<file path="src/rtl/soc_protection_hyst.sv">
// soc_protection_hyst: debounced, hysteretic state-of-charge fault detection.
// A low/high fault is entered after DEBOUNCE consecutive qualifying samples
// and left after DEBOUNCE consecutive samples past the limit plus HYST.
// Optional build macro SOC_FAULT_LATCH_EN: faults stay latched after recovery
// until acknowledged with clear_fault.
module soc_protection_hyst #(
    parameter int unsigned SOC_W      = 8,
    parameter int unsigned LOW_LIMIT  = 10,
    parameter int unsigned HIGH_LIMIT = 95,
    parameter int unsigned HYST       = 3,
    parameter int unsigned DEBOUNCE   = 4,
    localparam int unsigned CNT_W     = $clog2(DEBOUNCE + 1)
) (
    input  logic             clk,
    input  logic             rst,
    input  logic             soc_valid,
    input  logic [SOC_W-1:0] soc_percent,
    input  logic             clear_fault,
    output logic             soc_low_fault,
    output logic             soc_high_fault,
    output logic             soc_ok,
    output logic             fault_evt,
    output logic [CNT_W-1:0] deb_cnt
);

    typedef enum logic [2:0] {
        S_NORMAL,
        S_LOW_PEND,
        S_LOW_FAULT,
        S_HIGH_PEND,
        S_HIGH_FAULT
    } state_t;

    // Thresholds are held one bit wider than the sample so LIMIT+HYST cannot wrap.
    localparam logic [SOC_W:0]   LOW_ENTER  = (SOC_W + 1)'(LOW_LIMIT);
    localparam logic [SOC_W:0]   LOW_EXIT   = (SOC_W + 1)'(LOW_LIMIT + HYST);
    localparam logic [SOC_W:0]   HIGH_ENTER = (SOC_W + 1)'(HIGH_LIMIT);
    localparam logic [SOC_W:0]   HIGH_EXIT  = (SOC_W + 1)'(HIGH_LIMIT - HYST);
    localparam logic [CNT_W-1:0] DEB_MAX    = CNT_W'(DEBOUNCE);
    localparam logic [CNT_W-1:0] CNT_ONE    = CNT_W'(1);

    state_t           state, state_n;
    logic [CNT_W-1:0] cnt_n, cnt_inc;
    logic [SOC_W:0]   soc_ext;
    logic             low_q, high_q, low_rec, high_rec, rec;
    logic             in_fault, in_fault_n;

    assign soc_ext  = {1'b0, soc_percent};
    assign low_q    = soc_ext <= LOW_ENTER;
    assign high_q   = soc_ext >= HIGH_ENTER;
    assign low_rec  = soc_ext >= LOW_EXIT;
    assign high_rec = soc_ext <= HIGH_EXIT;
    assign rec      = (state == S_LOW_FAULT) ? low_rec : high_rec;
    assign cnt_inc  = deb_cnt + CNT_ONE;
    assign in_fault   = (state == S_LOW_FAULT) || (state == S_HIGH_FAULT);
    assign in_fault_n = (state_n == S_LOW_FAULT) || (state_n == S_HIGH_FAULT);

`ifndef SOC_FAULT_LATCH_EN
    // The acknowledge input has no function when faults auto-clear.
    logic clear_fault_unused;
    assign clear_fault_unused = clear_fault;
`endif

    // Next-state and debounce counter decode.
    always_comb begin
        // NOTE: every variable gets a default first so no path leaves it unassigned (no latch).
        state_n = state;
        cnt_n   = deb_cnt;
        unique case (state)
            S_NORMAL: begin
                if (soc_valid) begin
                    if (low_q) begin
                        state_n = (DEBOUNCE == 1) ? S_LOW_FAULT : S_LOW_PEND;
                        cnt_n   = (DEBOUNCE == 1) ? '0 : CNT_ONE;
                    end else if (high_q) begin
                        state_n = (DEBOUNCE == 1) ? S_HIGH_FAULT : S_HIGH_PEND;
                        cnt_n   = (DEBOUNCE == 1) ? '0 : CNT_ONE;
                    end else begin
                        cnt_n = '0;
                    end
                end
            end
            S_LOW_PEND, S_HIGH_PEND: begin
                if (soc_valid) begin
                    if ((state == S_LOW_PEND) ? low_q : high_q) begin
                        if (cnt_inc == DEB_MAX) begin
                            state_n = (state == S_LOW_PEND) ? S_LOW_FAULT : S_HIGH_FAULT;
                            cnt_n   = '0;
                        end else begin
                            cnt_n = cnt_inc;
                        end
                    end else if ((state == S_LOW_PEND) ? high_q : low_q) begin
                        // Crossing straight to the opposite pending state restarts the count.
                        state_n = (state == S_LOW_PEND) ? S_HIGH_PEND : S_LOW_PEND;
                        cnt_n   = CNT_ONE;
                    end else begin
                        state_n = S_NORMAL;
                        cnt_n   = '0;
                    end
                end
            end
            S_LOW_FAULT, S_HIGH_FAULT: begin
`ifdef SOC_FAULT_LATCH_EN
                if (soc_valid && !rec) begin
                    // A non-recovery sample also cancels a same-cycle acknowledge.
                    cnt_n = '0;
                end else begin
                    if (soc_valid && (deb_cnt != DEB_MAX))
                        cnt_n = cnt_inc;
                    if (clear_fault && (deb_cnt == DEB_MAX)) begin
                        state_n = S_NORMAL;
                        cnt_n   = '0;
                    end
                end
`else
                if (soc_valid) begin
                    if (!rec) begin
                        cnt_n = '0;
                    end else if (cnt_inc == DEB_MAX) begin
                        state_n = S_NORMAL;
                        cnt_n   = '0;
                    end else begin
                        cnt_n = cnt_inc;
                    end
                end
`endif
            end
            default: begin
                state_n = S_NORMAL;
                cnt_n   = '0;
            end
        endcase
    end

    // State, counter and registered output flags.
    always_ff @(posedge clk) begin
        // NOTE: sequential state uses non-blocking assignments so all flops update together.
        if (rst) begin
            state          <= S_NORMAL;
            deb_cnt        <= '0;
            soc_low_fault  <= 1'b0;
            soc_high_fault <= 1'b0;
            soc_ok         <= 1'b1;
            fault_evt      <= 1'b0;
        end else begin
            state          <= state_n;
            deb_cnt        <= cnt_n;
            soc_low_fault  <= (state_n == S_LOW_FAULT);
            soc_high_fault <= (state_n == S_HIGH_FAULT);
            soc_ok         <= !in_fault_n;
            fault_evt      <= in_fault_n && !in_fault;
        end
    end

endmodule

</file>
<file path="config.mk">
export PLATFORM = sky130hd
export DESIGN_NAME = soc_protection_hyst
export DESIGN_NICKNAME = d
export VERILOG_FILES = /design/src/rtl/soc_protection_hyst.sv
export SDC_FILE = /design/constraint.sdc
export NUM_CORES = 1
export LEC_CHECK = 0
export BUFFER_PORTS_ARGS = -buffer_cell sky130_fd_sc_hd__buf_2
export CELL_PAD_IN_SITES_DETAIL_PLACEMENT = 1
export CELL_PAD_IN_SITES_GLOBAL_PLACEMENT = 1
export CORE_MARGIN = 2
export CORE_UTILIZATION = 33
export DETAILED_ROUTE_END_ITERATION = 7
export GPL_TIMING_DRIVEN = 0
export MAX_ROUTING_LAYER = met4
export PLACE_DENSITY = 0.77
export SYNTH_ARGS = -nofsm -noshare
export SYNTH_HDL_FRONTEND = slang
export SYNTH_SLANG_ARGS = --single-unit
</file>
<file path="constraint.sdc">
create_clock -name clk -period 1.8 [get_ports clk]
set_input_delay 0.18 -clock clk [delete_from_list [all_inputs] [get_ports clk]]
set_output_delay 0.18 -clock clk [all_outputs]
set_load 0.01 [all_outputs]
</file>
==> results.tsv, run 1 <==
metric	value	unit
ys_top_cells_by_area	dfxtp_1 26%, nand2_1 5.4%, mux2i_1 3.9%, nor2_1 3.9%, a221oi_4 3.5%	
synth_compound_area_frac	0.3059	
slew_headroom	0.6445	
drc	0	
ir_worst_vdd	0.5130	mV
synth.most_common_cell	nand2_1	
p_per_area	664.2	nW/um^2
outcome	finished with violations	
rsz0062_at_grt	yes	
clock-sinks	10	
clock_skew	0.01190	ns
syn_inst	92	
hold_path_class	input port to flip-flop	
detailedPlace.worstSlack	-0.2415	ns
startpoint_type	flip-flop	
setup_viol	1	
synthAdderAreaFrac	0.03289	
vias_per_cell	5.615	
finalHoldViolations	0	
pin_count	19	
final-max-slew-violation-count	0	
die_y	52.01	um
root_buffer	clkbuf_4	
netlist_area	760.7	um^2
violations	negative setup slack	
timing.final.crit_share	1.047	
vias	803	
synth_seq_cells	10	
yosysTopAreaCellShare	0.2632	
cts_buffer_depth	2	
clkLatencyLatePin	0.28	ns
path_cells	ha_4 -> xor2_4 -> nand2_2 -> or3_4 -> a221oi_4 -> a2bb2oi_2 -> o221a_2	
gr-total-overflow	0	
yosysWarnings	0	
ys_seq_area_frac	0.2632	
synth-simple-area-share	0.2730	
n_antenna_cell	0	
drt_first_pass_iters	4	
end_kind	flip-flop	
place_area	898.4	um^2
clkTransAtPathRegs	0.08	ns
std_cell_rows	17	
hpwl	1660	um
synth_top_family_by_area	compound AO/OA/AOI/OAI gates	
synth-xor-area-share	0.01151	
leakage	0.4333	nW
synth_common_cells	11 x nand2_1, 10 x dfxtp_1, 8 x nor2_1	
setup_ws	-0.08525	ns
area_growth	38.49	%
worstMarginPinSlew	0.5301	ns
worstSetupPathType	flip-flop to flip-flop	
finalWirelength	2259	um
h-tree-depth	1	
post_drt_wl_per_cell	15.80	um
io_buffers	15	
syn-num-nets	106	
crit_slowest_cell	dfxtp_4	
synth_edf_count	0	
grt_pass1_wl	3822	um
yosys.cell_types.count	42	
die-area	2705	um^2
fp.dieW	52.01	um
nets	130	
required	2.02	ns
grtUsageTotal	0.1985	
timing.hold.ws	0.2741	ns
numCtsBuffers	3	
ant_nets	0	
start_util	0.3472	
grt_pass1_vias	855	
cap_violations	0	
max_freq	530.4	MHz
fin_crit	1.885	ns
critPathMaxStageDelay	0.38	ns
synth.largest_area_cell	dfxtp_1	
crit_fanout	3	
drtIter0Drc	9	
cts_tree	done	
postSynthAreaPerCell	8.269	um^2
ys.flop_type	dfxtp_1	
fin_tns_setup	-0.08525	ns
synthArstFlopShare	0	
gp_congestion	0.7924	
core_area	2191	um^2
muxShareOfSynthArea	0.05428	
grt_antenna_before_repair	0	
grt_max_degree	11	
arrival	2.10	ns
final_cell_area	1054	um^2
drive_gt1_frac	0.4348	
[final timing paths]
kind                                  from    endpoint  slack, ns  cells past startpoint
worst min register to register  deb_cnt[2]  deb_cnt[2]       0.60                      1
worst max-delay path            deb_cnt[0]   fault_evt      -0.09                      7
worst min-delay path             soc_valid  deb_cnt[0]       0.27                      3
worst max register to register  deb_cnt[0]   fault_evt      -0.09                      7
[logic make-up (layout without fill, tap and decap cells)]
| group | after synthesis | after routing |
|---|---|---|
| AO/OA/AOI/OAI | 26 | 26 |
| AND/OR/NAND/NOR | 39 | 39 |
| XOR/XNOR | 1 | 1 |
| multiplexers | 4 | 4 |
| buffers and inverters | 10 | 33 |
| flip-flops | 10 | 10 |
| adder cells (fa/ha/maj) | 2 | 2 |
[registers in the layout (all words and copies together), names as in the netlist]
register,flops
deb_cnt,3
fault_evt,1
soc_low_fault,1
state,3
soc_high_fault,1
soc_ok,1
[layer usage]
layer  track usage  vias up  wire, um
li1              -      386         -
met1        0.2010      393       908
met2        0.3650       20      1241
met3       0.06609        4        86
met4       0.04825        0        23
met5             -        -         0
[metrics by stage]
stage | cells | total power, mW | utilization
finish | 143 | 0.6997 | 0.4809
global route | 143 | 0.7420 | 0.4809
CTS | 143 | 0.6770 | 0.4512
detailed placement | 135 | 0.4479 | 0.4101
global placement | 135 | 0.4388 | 0.4101
floorplan | 92 | 0.3888 | -
[cell type report]
type / count / area [um^2]
clock buffers: 4 / 36.28
fillers: 269 / 1137
multi-input cells: 72 / 615.6
repair buffers: 19 / 105.1
flip-flops and latches: 10 / 207.7
well taps: 28 / 35.03
plain buffers: 5 / 35.03
inverters: 5 / 18.77
[power breakdown]
group / switching, mW / total, mW / internal, mW
logic: 0.128 / 0.236 / 0.107
registers: 0.00870 / 0.248 / 0.239
clock network: 0.0929 / 0.216 / 0.123
total: 0.230 / 0.700 / 0.470
[worst max-delay path, delay by kind of cell (launching register included)]
| family | cells | cell delay [ns] |
|---|---|---|
| flops | 1 | 0.38 |
| fa+ha+maj | 1 | 0.16 |
| simple gates | 2 | 0.45 |
| compound gates | 3 | 0.66 |
| xor+xnor | 1 | 0.17 |
[placed cells by master (no fill, tap or decap), drive strengths merged, types with 2 or more instances in the layout]
| master | netlist | final |
|---|---|---|
| a211oi | 3 | 3 |
| a21boi | 2 | 2 |
| a21o | 3 | 3 |
| a21oi | 3 | 3 |
| a221oi | 2 | 2 |
| and2 | 2 | 2 |
| and3 | 2 | 2 |
| buf | 4 | 21 |
| clkbuf | 1 | 7 |
| dfxtp | 10 | 10 |
| ha | 2 | 2 |
| inv | 5 | 5 |
| mux2i | 3 | 3 |
| nand2 | 11 | 11 |
| nand2b | 3 | 3 |
| nand4 | 4 | 4 |
| nor2 | 8 | 8 |
| nor3 | 3 | 3 |
| nor4 | 2 | 2 |
[what timing repair did]
| action | CTS | global route |
|---|---|---|
| setup endpoints to repair | 6 | 7 |
| pin swaps | 3 | 4 |
| gates cloned | 0 | 0 |
| endpoints found under the hold margin | 0 | 0 |
| resized for setup | 7 | 12 |
| hold buffers | 0 | 0 |
| buffers inserted | 4 | 0 |
No activity file was read; power rests on OpenSTA's default activity.
==> inputs of run 2 (changes only) <==
==> config.mk (replaced) <==
export PLATFORM = sky130hd
export DESIGN_NAME = soc_protection_hyst
export DESIGN_NICKNAME = d
export VERILOG_FILES = /design/src/rtl/soc_protection_hyst.sv
export SDC_FILE = /design/constraint.sdc
export NUM_CORES = 1
export LEC_CHECK = 0
export CELL_PAD_IN_SITES_DETAIL_PLACEMENT = 1
export CELL_PAD_IN_SITES_GLOBAL_PLACEMENT = 1
export CORE_MARGIN = 2
export CORE_UTILIZATION = 39
export DETAILED_ROUTE_END_ITERATION = 7
export DONT_BUFFER_PORTS = 1
export GPL_TIMING_DRIVEN = 0
export MAX_ROUTING_LAYER = met4
export PLACE_DENSITY = 0.76
export SYNTH_ARGS = -nofsm -noshare
export SYNTH_HDL_FRONTEND = slang
export SYNTH_SLANG_ARGS = --single-unit
==> run 2 against run 1 <==
  * Largest cell class unchanged
  * First-iteration DRC count up 110%
  * Design area down 2.9%
  * Via count down 3.6%
  * Combinational power down 9.7%
  * Cell count down 9.8%
  * Clock-buffer cell count unchanged
  * Sequential cell count unchanged
  * Largest power group unchanged
  * The flow still finishes with violations (negative setup slack)
  * Sequential power up 7%
  * Clock skew down 0.0046 ns
  * Maximum frequency down 1.5%
==> results.tsv, run 2 (synthesis gave the netlist of run 1 again) <==
metric	value	unit	change
outcome	finished with violations		
violations	negative setup slack		
area_growth	34.54	%	
setup_viol	3		+2
clock_skew	0.007320	ns	-0.004579 ns
reg.largest.list	deb_cnt (3), state (3)		
slew_headroom	0.6484		+0.003895
fp.dieW	48.17	um	-7.4%
ant_nets	0		unchanged
timing.final.crit_share	1.064		+0.01626
vias	774		-3.6%
grt_pass1_wl	3042	um	-20%
die_y	48.17	um	-7.4%
drtIter0Drc	19		+10
core_area	1783	um^2	-19%
worstSetupPathType	flip-flop to flip-flop		
required	1.97	ns	-0.05 ns
root_buffer	clkbuf_4		
grt_antenna_before_repair	0		unchanged
rsz0062_at_grt	yes		
hold_path_class	input port to flip-flop		
post_drt_wl_per_cell	17.13	um	+8.4%
n_antenna_cell	0		unchanged
drc	0		unchanged
grtUsageTotal	0.1983		-0.0002356
cts_buffer_depth	2		unchanged
clkTransAtPathRegs	0.08	ns	about the same
start_util	0.4267		+0.07944
grt_pass1_vias	709		-17%
p_per_area	672.6	nW/um^2	+1.3%
ctsHoldBuffers	0		unchanged
max_freq	522.3	MHz	-1.5%
crit_fanout	5		+2
std_cell_rows	15		-2
arrival	2.09	ns	about the same
cap_violations	0		unchanged
ir_worst_vdd	0.5505	mV	+7.3%
timing.hold.ws	0.2809	ns	+0.006820 ns
gp_congestion	0.7805		-1.5%
final_common_cell	nand2_1		
fin_crit	1.915	ns	+0.02927 ns
io_buffers	0		-15
final_cells	129		-9.8%
drive_gt1_frac	0.4231		-0.01171
gr-total-overflow	0		unchanged
startpoint_type	flip-flop		
numCtsBuffers	3		unchanged
cts_tree	done		
worstMarginPinSlew	0.5243	ns	-0.005807 ns
clkLatencyLatePin	0.27	ns	about the same
leakage	0.3915	nW	-9.6%
die-area	2320	um^2	-14%
finalHoldViolations	0		unchanged
dp.cells	117		-13%
end_kind	flip-flop		
h-tree-depth	1		unchanged
drt_first_pass_iters	4		unchanged
finalWirelength	2210	um	-2.2%
grt_max_degree	11		unchanged
vias_per_cell	6.000		+6.8%
pin_count	19		unchanged
clock-sinks	10		unchanged
setup_ws	-0.1145	ns	-0.02927 ns
final-max-slew-violation-count	0		unchanged
nets	119		-8.5%
layout_common_cells	9 x nand2_1, 8 x nor2_1, 8 x buf_4, 7 x dfxtp_1, 5 x inv_1		
## run 2: area by class of cell
cell class	count	area [um^2]
Tap cell	25	31.28
Fill cell	218	759.5
Buffer	4	31.28
Inverter	5	18.77
Multi-Input combinational cell	72	625.6
Timing Repair Buffer	9	71.32
Clock buffer	4	36.28
Sequential cell	10	209.0
## run 2: critical path, stage by stage (launching register included)
cell       delay, ns
dfxtp_4         0.38
ha_4            0.18
xor2_4          0.15
nand2_2         0.09
buf_4           0.11
buf_6           0.09
nand2_2         0.04
o2111ai_2       0.22
nand4_1         0.22
o221a_2         0.34
## run 2: metal layers
metal	track usage	wire length, um
met5	-	0
met4	0.06486	25
met3	0.06296	101
met2	0.3447	1179
met1	0.2106	903
## run 2: per-stage QoR
stage | setup TNS, ns | instance area, um^2 | worst slack [ns] | util | power [mW]
global route | -0.6285 | 1023 | -0.1948 | 0.5740 | 0.7229
global placement | -0.4445 | 819.5 | -0.1185 | 0.4596 | 0.4161
finish | -0.2289 | 1023 | -0.1145 | 0.5740 | 0.6883
CTS | -0.2486 | 912.1 | -0.1115 | 0.5116 | 0.6514
floorplan | 0 | 788.3 | 0.01847 | - | 0.3888
detailed placement | -0.6138 | 819.5 | -0.1394 | 0.4596 | 0.4211
## run 2: final timing paths
| path | to | depth (start not counted) | start | slack (ns) |
|---|---|---|---|---|
| worst max-delay path | fault_evt | 9 | deb_cnt[0] | -0.11 |
| worst min-delay path | deb_cnt[0] | 3 | soc_valid | 0.28 |
| worst max register to register | fault_evt | 9 | deb_cnt[0] | -0.11 |
| worst min register to register | deb_cnt[0] | 2 | deb_cnt[0] | 0.58 |
## run 2: what timing repair did
action / in CTS / in global routing
setup endpoints to repair: 6 / 8
gates cloned: 0 / 0
resized for setup: 8 / 17
pin swaps: 6 / 8
setup buffers: 3 / 6
## run 2: power breakdown
| part | switching (mW) | total (mW) | leakage (nW) | internal [mW] |
|---|---|---|---|---|
| combinational | 0.110 | 0.213 | 0.287 | 0.103 |
| sequential | 0.0250 | 0.265 | 0.0835 | 0.240 |
| clock | 0.0873 | 0.210 | 0.0210 | 0.123 |
